`src/rtl/sequence_player_if.sv`:
```
// Control, pattern and status signals of sequence_player.
// The master side issues play requests; the slave side is the player itself.
interface sequence_player_if #(
  parameter int SEQ_LEN = 18,
  parameter int DIV_W   = 28
);
  localparam int IDX_W = $clog2(SEQ_LEN + 1);

  logic [SEQ_LEN-1:0] seq_in;
  logic [DIV_W-1:0]   period;
  logic               start;
  logic               abort;
  logic               msb_first;
  logic               loop;
  logic               blank;
  logic               out;
  logic [IDX_W-1:0]   index;
  logic               busy;
  logic               done;

  modport master (
    output seq_in, period, start, abort, msb_first, loop, blank,
    input  out, index, busy, done
  );

  modport slave (
    input  seq_in, period, start, abort, msb_first, loop, blank,
    output out, index, busy, done
  );
endinterface

```
`src/rtl/sequence_player.sv`:
```
// Serial sequence player: latches a pattern on start and shifts it out one bit
// per slot, each slot lasting period+1 clocks, with optional gap slots,
// LSB/MSB-first order, looping, and a busy/done/abort handshake.
module sequence_player #(
  parameter int SEQ_LEN = 18,
  parameter int DIV_W   = 28
) (
  input  logic              clock,
  input  logic              resetn,
  sequence_player_if.slave  bus
);
  localparam int IDX_W = $clog2(SEQ_LEN + 1);
  // All-ones index marks a gap slot; it can never equal a bit ordinal.
  localparam logic [IDX_W-1:0] GAP_IDX  = '1;
  localparam logic [IDX_W-1:0] LAST_IDX = IDX_W'(SEQ_LEN - 1);

  typedef enum logic [1:0] {IDLE, SHOW, GAP} state_t;

  state_t             state_q, state_d;
  logic [SEQ_LEN-1:0] shift_q, shift_d;
  logic [SEQ_LEN-1:0] copy_q,  copy_d;
  logic [IDX_W-1:0]   cnt_q,   cnt_d;
  logic [IDX_W-1:0]   index_q, index_d;
  logic [DIV_W-1:0]   q_q,     q_d;
  logic               msb_q,   msb_d;
  logic               loop_q,  loop_d;
  logic               blank_q, blank_d;
  logic               out_q,   out_d;
  logic               done_q,  done_d;

  logic               tick;
  logic [SEQ_LEN-1:0] shifted;

  // Bit that leads a pattern in the given playback order.
  function automatic logic first_bit(input logic [SEQ_LEN-1:0] v, input logic msb);
    return msb ? v[SEQ_LEN-1] : v[0];
  endfunction

  // Slot boundary: divider has run out while playing.
  assign tick = (state_q != IDLE) && (q_q == '0);

  // Working register moved one place so the next bit sits at the leading end.
  assign shifted = msb_q ? {shift_q[SEQ_LEN-2:0], 1'b0} : {1'b0, shift_q[SEQ_LEN-1:1]};

  assign bus.out   = out_q;
  assign bus.index = index_q;
  assign bus.busy  = (state_q != IDLE);
  assign bus.done  = done_q;

  // Next-state and output logic; abort overrides everything.
  always_comb begin
    // NOTE: every signal gets a default before any branch so no latch is inferred.
    state_d = state_q;
    shift_d = shift_q;
    copy_d  = copy_q;
    cnt_d   = cnt_q;
    index_d = index_q;
    q_d     = q_q;
    msb_d   = msb_q;
    loop_d  = loop_q;
    blank_d = blank_q;
    out_d   = out_q;
    done_d  = 1'b0;

    if (bus.abort) begin
      state_d = IDLE;
      out_d   = 1'b0;
      index_d = '0;
      q_d     = '0;
    end else begin
      case (state_q)
        IDLE: begin
          if (bus.start) begin
            shift_d = bus.seq_in;
            copy_d  = bus.seq_in;
            msb_d   = bus.msb_first;
            loop_d  = bus.loop;
            blank_d = bus.blank;
            q_d     = bus.period;
            cnt_d   = '0;
            out_d   = first_bit(bus.seq_in, bus.msb_first);
            index_d = '0;
            state_d = SHOW;
          end
        end
        default: begin
          q_d = tick ? bus.period : q_q - 1'b1;
          if (tick) begin
            if (state_q == SHOW && blank_q) begin
              state_d = GAP;
              out_d   = 1'b1;
              index_d = GAP_IDX;
            end else if (cnt_q < LAST_IDX) begin
              shift_d = shifted;
              cnt_d   = cnt_q + 1'b1;
              out_d   = first_bit(shifted, msb_q);
              index_d = cnt_q + 1'b1;
              state_d = SHOW;
            end else if (loop_q) begin
              shift_d = copy_q;
              cnt_d   = '0;
              out_d   = first_bit(copy_q, msb_q);
              index_d = '0;
              state_d = SHOW;
            end else begin
              state_d = IDLE;
              out_d   = 1'b0;
              index_d = '0;
              done_d  = 1'b1;
            end
          end
        end
      endcase
    end
  end

  // State and datapath registers; pattern storage is cleared on reset as well.
  always_ff @(posedge clock or negedge resetn) begin
    if (!resetn) begin
      state_q <= IDLE;
      shift_q <= '0;
      copy_q  <= '0;
      cnt_q   <= '0;
      index_q <= '0;
      q_q     <= '0;
      msb_q   <= 1'b0;
      loop_q  <= 1'b0;
      blank_q <= 1'b0;
      out_q   <= 1'b0;
      done_q  <= 1'b0;
    end else begin
      // NOTE: non-blocking assignments so every register samples pre-edge values.
      state_q <= state_d;
      shift_q <= shift_d;
      copy_q  <= copy_d;
      cnt_q   <= cnt_d;
      index_q <= index_d;
      q_q     <= q_d;
      msb_q   <= msb_d;
      loop_q  <= loop_d;
      blank_q <= blank_d;
      out_q   <= out_d;
      done_q  <= done_d;
    end
  end
endmodule

```
`src/flat_wrapper.sv`:
```
// flat-port wrapper written by rule: the top's interface ports become plain ports
module sequence_player_flat 
#(
  parameter int SEQ_LEN = 18,
  parameter int DIV_W   = 28
)
  (clock, resetn, bus_seq_in, bus_period, bus_start, bus_abort, bus_msb_first, bus_loop, bus_blank, bus_out, bus_index, bus_busy, bus_done);
  sequence_player_if #(.SEQ_LEN(SEQ_LEN), .DIV_W(DIV_W)) bus_i ();
  input  logic clock;
  input  logic resetn;
  input wire logic [$bits(bus_i.seq_in)-1:0] bus_seq_in;
  input wire logic [$bits(bus_i.period)-1:0] bus_period;
  input wire logic [$bits(bus_i.start)-1:0] bus_start;
  input wire logic [$bits(bus_i.abort)-1:0] bus_abort;
  input wire logic [$bits(bus_i.msb_first)-1:0] bus_msb_first;
  input wire logic [$bits(bus_i.loop)-1:0] bus_loop;
  input wire logic [$bits(bus_i.blank)-1:0] bus_blank;
  output wire logic [$bits(bus_i.out)-1:0] bus_out;
  output wire logic [$bits(bus_i.index)-1:0] bus_index;
  output wire logic [$bits(bus_i.busy)-1:0] bus_busy;
  output wire logic [$bits(bus_i.done)-1:0] bus_done;
  assign bus_i.seq_in = bus_seq_in;
  assign bus_i.period = bus_period;
  assign bus_i.start = bus_start;
  assign bus_i.abort = bus_abort;
  assign bus_i.msb_first = bus_msb_first;
  assign bus_i.loop = bus_loop;
  assign bus_i.blank = bus_blank;
  assign bus_out = bus_i.out;
  assign bus_index = bus_i.index;
  assign bus_busy = bus_i.busy;
  assign bus_done = bus_i.done;
  sequence_player #(.SEQ_LEN(SEQ_LEN), .DIV_W(DIV_W)) u_core (.clock(clock), .resetn(resetn), .bus(bus_i));
endmodule
```
`config.mk`:
```
export PLATFORM = sky130hd
export DESIGN_NAME = sequence_player_flat
export DESIGN_NICKNAME = d
export VERILOG_FILES = /design/src/rtl/sequence_player_if.sv /design/src/rtl/sequence_player.sv /design/src/flat_wrapper.sv
export SDC_FILE = /design/constraint.sdc
export NUM_CORES = 1
export LEC_CHECK = 0
export CAP_MARGIN = 25
export CORE_MARGIN = 8
export CORE_UTILIZATION = 43
export DETAILED_ROUTE_END_ITERATION = 12
export SYNTH_ARGS = -nofsm -noshare
export SYNTH_HDL_FRONTEND = slang
export SYNTH_SLANG_ARGS = --single-unit
```
`constraint.sdc`:
```
create_clock -name clock -period 6.3 [get_ports clock]
set_clock_uncertainty 0.2 [all_clocks]
set_input_delay 1.89 -clock clock [delete_from_list [all_inputs] [get_ports clock]]
set_output_delay 1.89 -clock clock [all_outputs]
set_load 0.01 [all_outputs]
```
# ---- Word level (Yosys, flattened, before mapping)
# Cells that the tools add are included.
# Widths: inputs -> output; s select.
dict set report classes {
  muxes 45
  n_addsub 2
  div 0
  order_cmp 1
  reduce_logical 11
  bitwise 1
  mul 0
  shift 0
  eq_ne 4
}
# op count
set ops {}
lappend ops {{$mux 18} 7}
lappend ops {{$mux 28} 4}
lappend ops {{$mux 5} 11}
lappend ops {{$logic_not 28->1} 1}
lappend ops {{$sub 28x1->28 const B} 1}
lappend ops {{$mux 1} 17}
lappend ops {{$mux 2} 6}
lappend ops {{$reduce_bool 3->1} 2}
lappend ops {{$add 5x1->5 const B} 1}
lappend ops {{$lt 5x5->1 const B} 1}
lappend ops {{$reduce_and 5->1} 1}
lappend ops {{$ne 2x2->1 const B} 2}
lappend ops {{$reduce_bool 2->1} 2}
lappend ops {{$ne 3x3->1 const B} 1}
lappend ops {{$reduce_and 3->1} 1}
lappend ops {{$eq 2x1->1 const B} 1}
lappend ops {{$logic_and 1x1->1} 2}
lappend ops {{$logic_not 2->1} 1}
lappend ops {{$reduce_and 2->1} 1}
lappend ops {{$not 1->1} 1}
dict set report word_totals {
  latch_bits 0
  ram_bits 0
  out_inout_bits 8
  input_bits 53
  reg_bits 81
  romBits 0
  n_memories 0
}

# ---- Longest topological paths before layout
# Gate-level depths: netlist (run 1).
dict set report depth {
  depth_word 7
  depth_mapped 9
  ltp_nobuf 7
}

# ---- Least setup slack after synthesis (run 1)
# Ideal clock, no wire load.
dict set report synth_path {
  path_kind {input port to flip-flop}
  from {input bus_start}
  to {register u_core.q_q[2]}
  path_stages 7
  path_buffers 3
  arrival_ns 3.356
  setup_slack_ns 2.618
  path_cell_list {or3_1 clkbuf_1 nand2b_1 clkbuf_1 clkbuf_1 nor3b_1 a221o_1}
}
dict set report synth_between {
  elab_chain_cells 1
}
# element line
set synth_lines {}
lappend synth_lines {{start, declared} flat_wrapper.sv:13} ;# input wire logic [$bits(bus_i.start)-1:0] bus_start;
lappend synth_lines {{$ne 3x3->1 (no line)} -}
lappend synth_lines {{end signal, assigned} sequence_player.sv:138} ;# q_q <= q_d;
lappend synth_lines {{end, declared} sequence_player.sv:24} ;# logic [DIV_W-1:0] q_q, q_d;
# No other way between the ends.
# A chain may end at the register's enable or synchronous reset.

# ---- Worst setup path after layout (run 1)
dict set report layout_path {
  from {input bus_start}
  to {register u_core.q_q[25]}
}
# Same word-level chain as after synthesis.

==> run summary, run 1 <==
Area contributors post-synth - dfrtp_1, nand2_1, mux2i_1
CTS Buf Count - 9
Mapped Nets - 594
Final Setup Violations - 0
Placed inst area - 0.005558 sq mm
Final period util - 70.60%
Crit path max-delay family - simple AND/OR/NAND/NOR gates
IO buf count - 60
Die area - 0.01491 sq mm
Vias in the first global route - 4445
Count of different cell masters after synthesis - 58
H-Tree Depth - 3
Hold Crit Start - u_core.copy_q[13]$_DFFE_PN0P_
Peak Freq - 0.2248 GHz
Most frequent cell after synthesis - nand2_1
Synth cell count leaders - nand2_1, dfrtp_1, o21ai_1
Initial antenna violation count - 0
CP Capture Type - flop
Worst r2r path cells - 6
Register area - 0.002027 sq mm
WP data required - 6.32 ns
Core box area - 0.01094 sq mm
Placed Cells - 706
Outcome - completed
Area growth, synth to finish - 21.27%
Rel. slew slack - 27.42%
Crit-path cells - clkdlybuf4s50_1, or3_1, nand2b_1, nor2_1, a221o_1
HPWL after DPL - 9.305 mm
Clk root buf - clkbuf_16
Height of the die - 122.1 um
Arrival time at the worst endpoint - 4.47 ns
Fin Setup TNS - 0 ns
Leak Pwr - 2.667 nW
Post-cts sizing count - 0
Largest net degree at the start of global routing - 67
Via density - 5.961
Worst Hold End - u_core.copy_q[13]$_DFFE_PN0P_
Synth top area share - 41.86%
Standard-cell row count - 38
Global Route Usage Sum - 19.56%
Grt total ovfl - 0
First-pass GRT wire length - 23.27 mm
Clk Latency, worst-skew pair - 0.34 ns
Antenna diode count - 0
Mean Syn Cell Area - 9.000 sq um
Final wirelength - 13.96 mm
Max Cap Viol - 0
Filler cell count - 1005
DR iter-0 viols - 366
Finished Layout Cells - 722
Fin. Hold Viols - 0
Crit Reg-Reg Endpoint - u_core.q_q[16]$_DFFE_PN0P_
Die W - 122.1 um
Power Density - 366.3 mW/mm^2
Cell Area, Synth - 0.004842 sq mm
Most used DFF post-synth - dfrtp_1
Critical path depth - 5
RSZ-0062 raised after global routing - false
Clock sink count - 81
Postcts setup bufs - 0
CTS Hold Bufs - 0
#FFs+latches synth - 81
Post-synth EDFFs - 0
Post-Syn Instances - 538
Hold depth - 2
Critical-path top delay cell - nand2b_1
Fin crit period - 4.448 ns
Overall power - 2.151 mW
DR DRC count - 0
Drt wl/cell - 19.34 um
Final net count - 633
Syn. warnings - 0
CP Launch Type - primary input
Worst Hold Class - flop to flop
Asr flop ratio synth - 100.0%
Area leader, netlist - dfrtp_1
Slew Limit Fails - 0
CTS tree - yes
Sequential share of the synthesized area - 41.86%
DR pass1 iterations - 5
Area of the multi-input gates - 0.002636 sq mm
DRT antenna net count - 0
Ports - 61
Starting Density - 44.28%
Setup CP Type - primary input to flop
Routed vias - 4304
RR Startpoint - u_core.q_q[10]$_DFFE_PN0P_
Worst-Margin Slew - 1.089 ns
Layout cell share with drive strength beyond 1 - 8.935%
Global placement routability congestion - 0.9134
Peak VDD IR - 0.2323 mV
Clk pin slew, worst setup/hold paths - 0.06 ns
R2R Setup Slk - 3.00 ns
Crit Path Max Fanout - 25
Final instance area - 0.005872 sq mm
Max stage delay on crit path - 0.83 ns
Clock Tree Buf Depth - 2
Critical path buffer and inverter count - 1
==> layer usage <==
metal / wire, um / track usage (%) / share of wire, % / vias to the layer above
li1: - / - / - / 2061
met1: 6349 / 25.21 / 45 / 2100
met2: 6581 / 31.50 / 47 / 125
met3: 803 / 4.211 / 5.8 / 18
met4: 226 / 7.540 / 1.6 / 0
met5: 0 / 0 / 0 / -
==> worst min-delay path, stage by stage (launching register included) <==
cell,delay [ns]
dfrtp_1,0.34
nand2_1,0.05
nand2_1,0.06
==> final cells by class <==
type / count / share of cell area (%)
multi-input cells: 407 / 44.90
flip-flops and latches: 81 / 34.52
repair buffers: 69 / 11.68
clock buffers: 11 / 4.304
well taps: 140 / 2.983
clock inverters: 5 / 1.044
inverters: 9 / 0.5753
==> power by group <==
part	switching, mW	total, mW	internal, mW
combinational	0.418	0.777	0.358
sequential	0.153	0.817	0.664
clock	0.226	0.557	0.331
==> cell usage in the layout, fill, tap and decap left out, types with 4 or more instances in the layout <==
| master | instances |
|---|---|
| nor4_1 | 16 |
| inv_1 | 8 |
| nor3_1 | 9 |
| o21ai_1 | 39 |
| o22ai_1 | 7 |
| or3_1 | 4 |
| o41ai_1 | 6 |
| mux2_4 | 16 |
| a31oi_1 | 7 |
| nand3_1 | 13 |
| nor4b_1 | 4 |
| a211oi_1 | 4 |
| and3_1 | 11 |
| o21ai_0 | 11 |
| mux2_1 | 5 |
| buf_4 | 9 |
| a221o_1 | 9 |
| nand2_1 | 110 |
| clkdlybuf4s50_1 | 59 |
| nor2_1 | 25 |
| dfrtp_1 | 81 |
| or4_1 | 4 |
| nand2b_1 | 4 |
| o31ai_1 | 12 |
| a21oi_1 | 10 |
| clkbuf_16 | 9 |
| mux2i_1 | 26 |
| o211ai_1 | 6 |
==> through the flow <==
step / hold slack (ns) / utilization [%] / setup WS, ns
3_3_place_gp: 0.2580 / 50.57 / 1.638
6_report: 0.2779 / 53.70 / 1.852
4_1_cts: 0.2817 / 53.70 / 1.902
2_1_floorplan: 0.2458 / - / 2.618
3_5_place_dp: 0.2648 / 50.82 / 1.529
5_1_grt: 0.3075 / 53.70 / 1.744
==> sequential cells by signal, summed over array words and instances (netlist names) <==
name	cells
u_core.bus.index	5
u_core.cnt_q	5
u_core.q_q	28
u_core.state_q	2
u_core.loop_q	1
u_core.msb_q	1
u_core.copy_q	18
u_core.shift_q	18
u_core.bus.out	1
u_core.bus.done	1
u_core.blank_q	1
==> kinds of logic after synthesis <==
kind of cell	share of synthesized area, %
DFF	41.86
AOI/OAI and AO/OA	19.64
and+or+nand+nor	21.32
muxes	11.50
adders and majority gates	0.7753
xor gates and xnor gates	0.5427
buffers and inverters	4.367
==> worst max-delay path by stage <==
| stage | slack, ns | start | end |
|---|---|---|---|
| floorplan | 2.62 | bus_start | u_core.q_q[2]$_DFFE_PN0P_ |
| global placement | 1.64 | bus_start | u_core.q_q[25]$_DFFE_PN0P_ |
| detailed placement | 1.53 | bus_start | u_core.q_q[27]$_DFFE_PN0P_ |
| CTS | 1.90 | bus_start | u_core.q_q[25]$_DFFE_PN0P_ |
| global route | 1.74 | bus_start | u_core.q_q[14]$_DFFE_PN0P_ |
| finish | 1.85 | bus_start | u_core.q_q[25]$_DFFE_PN0P_ |
(Power assumes the default switching activity.)
==> inputs of run 2 (changes only) <==
PLACE_DENSITY = 0.67   (was default)
clock period = 4 ns   (was 6.3 ns; I/O delays follow)
==> run 2 against run 1 <==
Clock power grew 54%. Power up 58%. Sequential share of layout area fell by 0.50 points. Sequential power up 57%. Critical path type unchanged. Largest cell class unchanged. Largest power group unchanged.
==> run summary, run 2 (synthesis gave the netlist of run 1 again) <==
Fin crit period - 3.114 ns
Final wirelength - 13.42 mm
Sw Share - 36.83%
Core box area - 0.01094 sq mm
Clock sink count - 81
HPWL after DPL - 9.182 mm
DRT antenna net count - 0
Final Setup Violations - 0
Post-cts sizing count - 0
Area growth, synth to finish - 23.05%
Fin Setup TNS - 0 ns
Largest net degree at the start of global routing - 60
Clock Tree Buf Depth - 2
Peak VDD IR - 0.2688 mV
RSZ-0062 raised after global routing - false
CTS tree - yes
Clk root buf - clkbuf_16
Hold depth - 1
Crit Reg-Reg Endpoint - u_core.q_q[27]$_DFFE_PN0P_
Crit path max-delay family - buffers and inverters
Slew Limit Fails - 0
Ports - 61
Outcome - completed
Worst-Margin Slew - 1.027 ns
Grt total ovfl - 0
Antenna diode count - 0
Initial antenna violation count - 0
Power Density - 569.5 mW/mm^2
Combinational Power Share - 37.0%
DR pass1 iterations - 5
Height of the die - 122.1 um
Die W - 122.1 um
Largest registers - u_core.q_q: 28 flops, u_core.copy_q: 18 flops, u_core.shift_q: 18 flops
CTS Hold Bufs - 0
CP Capture Type - flop
Commonest non-fill, non-tap cell in the layout - nand2_1
Worst r2r path cells - 7
Starting Density - 44.28%
Met3 WL - 707 um
Die area - 0.01491 sq mm
Reg with most FFs - u_core.q_q
Arrival time at the worst endpoint - 3.14 ns
Leak Pwr - 2.720 nW
DR DRC count - 0
WP data required - 4.03 ns
Worst Hold Class - flop to flop
Worst Hold End - u_core.bus.index[4]$_DFFE_PN0P_
CTS Buf Count - 9
CP Launch Type - primary input
Max Used Layer - met4
Setup CP Type - primary input to flop
Met2 Wirelength - 6.332 mm
RR Startpoint - u_core.q_q[0]$_DFFE_PN0P_
Fin. Hold Viols - 0
Filler cell count - 1008
Rel. slew slack - 31.56%
Critical-path top delay cell - clkdlybuf4s50_1
Routed vias - 4377
Postcts setup bufs - 0
IO buf count - 60
Part of the power in registers - 37.8%
Layout cell share with drive strength beyond 1 - 10.62%
Clock Power Share - 25.2%
Via density - 5.971
Met1 Wirelength - 6.182 mm
Sw Pwr - 1.250 mW
Max reg flops - 28
Finished Layout Cells - 733
Drt wl/cell - 18.31 um
P_int - 2.143 mW
Max stage delay on crit path - 0.49 ns
Final period util - 77.86%
Commonest non-fill, non-tap cells in the layout - nand2_1, dfrtp_1, clkdlybuf4s50_1
Standard-cell row count - 38
H-Tree Depth - 3
Crit Path Max Fanout - 22
Global Route Usage Sum - 18.58%
Overall power - 3.393 mW
Placed Cells - 717
First-pass GRT wire length - 22.13 mm
Vias in the first global route - 4399
R2R Setup Slk - 1.00 ns
Util after Layout - 54.49%
Peak Freq - 0.3211 GHz
Hold Crit Start - u_core.bus.index[4]$_DFFE_PN0P_
Max Cap Viol - 0
Global placement routability congestion - 0.8589
Crit-path cells - clkdlybuf4s50_1, or3_1, nand2b_1, buf_4, nor4_1, a221o_1
Critical path buffer and inverter count - 2
DR iter-0 viols - 271
Clk pin slew, worst setup/hold paths - 0.06 ns
Clk Latency, worst-skew pair - 0.35 ns
Final net count - 644
-- run 2: stage by stage --
step / hold WS, ns / area (sq um) / setup slack, ns
finish: 0.2770 / 5958 / 0.8857
global route: 0.3026 / 5958 / 0.7765
detailed placement: 0.2634 / 5653 / 0.5539
CTS: 0.2797 / 5958 / 0.9254
floorplan: 0.2458 / 4842 / 1.008
global placement: 0.2585 / 5625 / 0.6216
-- run 2: worst register-to-register path, delay by kind of cell (launching register included) --
| kind | cells | cell delay, ns |
|---|---|---|
| AOI/OAI and AO/OA | 2 | 0.85 |
| adders and majority gates | 1 | 0.16 |
| buffers and inverters | 1 | 0.11 |
| DFF | 1 | 0.43 |
| and+or+nand+nor | 3 | 1.20 |
-- run 2: power groups by stage --
stage | combinational, mW | sequential (mW) | clock (mW)
after global placement | 1.21 | 1.28 | 0
after floorplan | 0.953 | 1.20 | 0
after global routing | 1.39 | 1.31 | 0.918
after detailed placement | 1.24 | 1.29 | 0
after CTS | 1.26 | 1.28 | 0.870
final | 1.26 | 1.28 | 0.856
-- run 2: final cells by class --
cell class	count	area [sq um]	share of cell area, %
clock inverters	6	66.31	1.113
inverters	9	33.78	0.5670
flip-flops and latches	81	2027	34.02
multi-input cells	407	2636	44.25
repair buffers	80	780.7	13.10
well taps	140	175.2	2.940
clock buffers	10	239.0	4.011
-- run 2: per-layer routing --
metal,GRT usage (%),vias to the layer above
met2,28.94,132
met4,7.388,0
met3,4.581,17
li1,-,2086
met5,0,-
met1,24.32,2142
-- run 2: worst max path at each step --
| stage | startpoint | to | depth (start not counted) |
|---|---|---|---|
| 6_report | bus_start | u_core.q_q[9]$_DFFE_PN0P_ | 6 |
| 3_5_place_dp | bus_start | u_core.q_q[9]$_DFFE_PN0P_ | 6 |
| 4_1_cts | bus_start | u_core.q_q[9]$_DFFE_PN0P_ | 6 |
| 2_1_floorplan | bus_start | u_core.q_q[2]$_DFFE_PN0P_ | 7 |
| 3_3_place_gp | bus_start | u_core.q_q[24]$_DFFE_PN0P_ | 7 |
| 5_1_grt | bus_start | u_core.q_q[24]$_DFFE_PN0P_ | 7 |
==> inputs of run 3 (changes only) <==
PLACE_DENSITY = default   (was 0.67)
clock period = 2.9 ns   (was 4 ns; I/O delays follow)
==> run 3 against run 2 <==
Register-to-register slack got worse by 0.89 ns. Via count about the same. Final cell count is 3.0% higher. Clock power up 19%. First-iteration DRC count rose by 62%. Combinational power up 48%. Count of clock-buffer cells in the layout is the same. Power is 36% higher. Routed wire length increased by 2.5%.
==> run summary, run 3 (synthesis gave the netlist of run 1 again) <==
DR DRC count - 0
Global placement routability congestion - 0.8594
Worst-Margin Slew - 0.6340 ns
WP data required - 2.92 ns
Initial antenna violation count - 0
Clk pin slew, worst setup/hold paths - 0.06 ns
Outcome - completed
CP Capture Type - flop
Fin Setup TNS - 0 ns
Filler cell count - 1011
DR iter-0 viols - 439
Final wirelength - 13.75 mm
Starting Density - 44.28%
Clock sink count - 81
Final Setup Violations - 0
Core box area - 0.01094 sq mm
Fin. Hold Viols - 0
Max stage delay on crit path - 0.61 ns
DR pass1 iterations - 5
Arrival time at the worst endpoint - 2.82 ns
WHS - 0.2714 ns
Postcts setup bufs - 0
Crit Path Max Fanout - 22
Placed inst area - 0.005863 sq mm
Critical-path top delay cell - or4_4
Power Density - 756.4 mW/mm^2
First-pass GRT wire length - 22.66 mm
Slew Limit Fails - 0
CTS tree - yes
Peak VDD IR - 0.3980 mV
Setup CP Type - flop to flop
IO buf count - 60
Global Route Usage Sum - 18.93%
Routed vias - 4374
HPWL after DPL - 9.670 mm
Overall power - 4.630 mW
Worst Hold Class - flop to flop
Grt total ovfl - 0
Area growth, synth to finish - 26.41%
H-Tree Depth - 3
Fin crit period - 2.792 ns
Layout cell share with drive strength beyond 1 - 13.82%
Clk root buf - clkbuf_16
Commonest non-fill, non-tap cell in the layout - nand2_1
Rel. slew slack - 57.73%
Largest net degree at the start of global routing - 49
Standard-cell row count - 38
Die W - 122.1 um
Drt wl/cell - 18.21 um
CP Launch Type - flop
Crit path max-delay family - simple AND/OR/NAND/NOR gates
Max Cap Viol - 0
R2R Setup Slk - 0.11 ns
Antenna diode count - 0
Ports - 61
RSZ-0062 raised after global routing - false
Clk Latency, worst-skew pair - 0.34 ns
Final instance area - 0.006121 sq mm
Commonest non-fill, non-tap cells in the layout - nand2_1, dfrtp_1, clkdlybuf4s50_1
Clock Tree Buf Depth - 2
Final net count - 668
Leak Pwr - 2.824 nW
Critical path buffer and inverter count - 0
Vias in the first global route - 4482
Most used cell, CP - or4_4
Peak Freq - 0.3581 GHz
Post-cts sizing count - 0
Height of the die - 122.1 um
CTS Hold Bufs - 0
Largest registers - u_core.q_q: 28 flops, u_core.copy_q: 18 flops, u_core.shift_q: 18 flops
Die area - 0.01491 sq mm
Final period util - 96.29%
Via density - 5.793
Reg with most FFs - u_core.q_q
DRT antenna net count - 0
CTS Buf Count - 9
Max reg flops - 28
Crit-path cells - or4_4, nand2b_4, or4_4, o21a_4, mux2_1
==> run 3: layout make-up <==
| type | instances | area, sq um | share of cell area, % |
|---|---|---|---|
| multi-input cells | 407 | 2643 | 43.17 |
| flip-flops and latches | 81 | 2027 | 33.12 |
| repair buffers | 104 | 991.0 | 16.19 |
| clock buffers | 10 | 229.0 | 3.741 |
| well taps | 140 | 175.2 | 2.862 |
| inverters | 9 | 33.78 | 0.5519 |
| clock inverters | 4 | 22.52 | 0.3679 |
==> run 3: worst paths after layout <==
kind	start	end	cells past startpoint
worst min-delay path	u_core.copy_q[2]$_DFFE_PN0P_	u_core.copy_q[2]$_DFFE_PN0P_	2
worst max register to register	u_core.q_q[15]$_DFFE_PN0P_	u_core.shift_q[1]$_DFFE_PN0P_	5
worst max-delay path	u_core.q_q[15]$_DFFE_PN0P_	u_core.shift_q[1]$_DFFE_PN0P_	5
worst min register to register	u_core.copy_q[2]$_DFFE_PN0P_	u_core.copy_q[2]$_DFFE_PN0P_	2
max in group asynchronous	resetn	u_core.copy_q[2]$_DFFE_PN0P_	2
min in group asynchronous	resetn	u_core.q_q[26]$_DFFE_PN0P_	1
==> run 3: stage by stage <==
stage                     instances  setup slack, ns  util, %
after floorplan                 538           0.1178        -
after global placement          741         -0.01715    53.62
after detailed placement        741          -0.1234    53.62
after CTS                       755           0.1073    55.92
after global routing            755          0.05275    55.97
final                           755           0.1076    55.97
==> run 3: power breakdown <==
part / internal, mW / total (mW) / switching [mW]
sequential: 1.44 / 1.74 / 0.292
combinational: 0.913 / 1.87 / 0.961
clock: 0.566 / 1.02 / 0.453
total: 2.92 / 4.63 / 1.71
==> run 3: worst min-delay path: stages, from the launching register on <==
cell,delay (ns)
dfrtp_1,0.34
nand2_1,0.05
nand2_1,0.06
==> run 3: per-layer routing <==
layer	up-vias	GRT usage (%)	part of all wire (%)
li1	2129	-	-
met1	2113	24.72	46
met2	119	30.71	48
met3	13	4.304	5.1
met4	0	5.560	1.3
met5	-	0	0
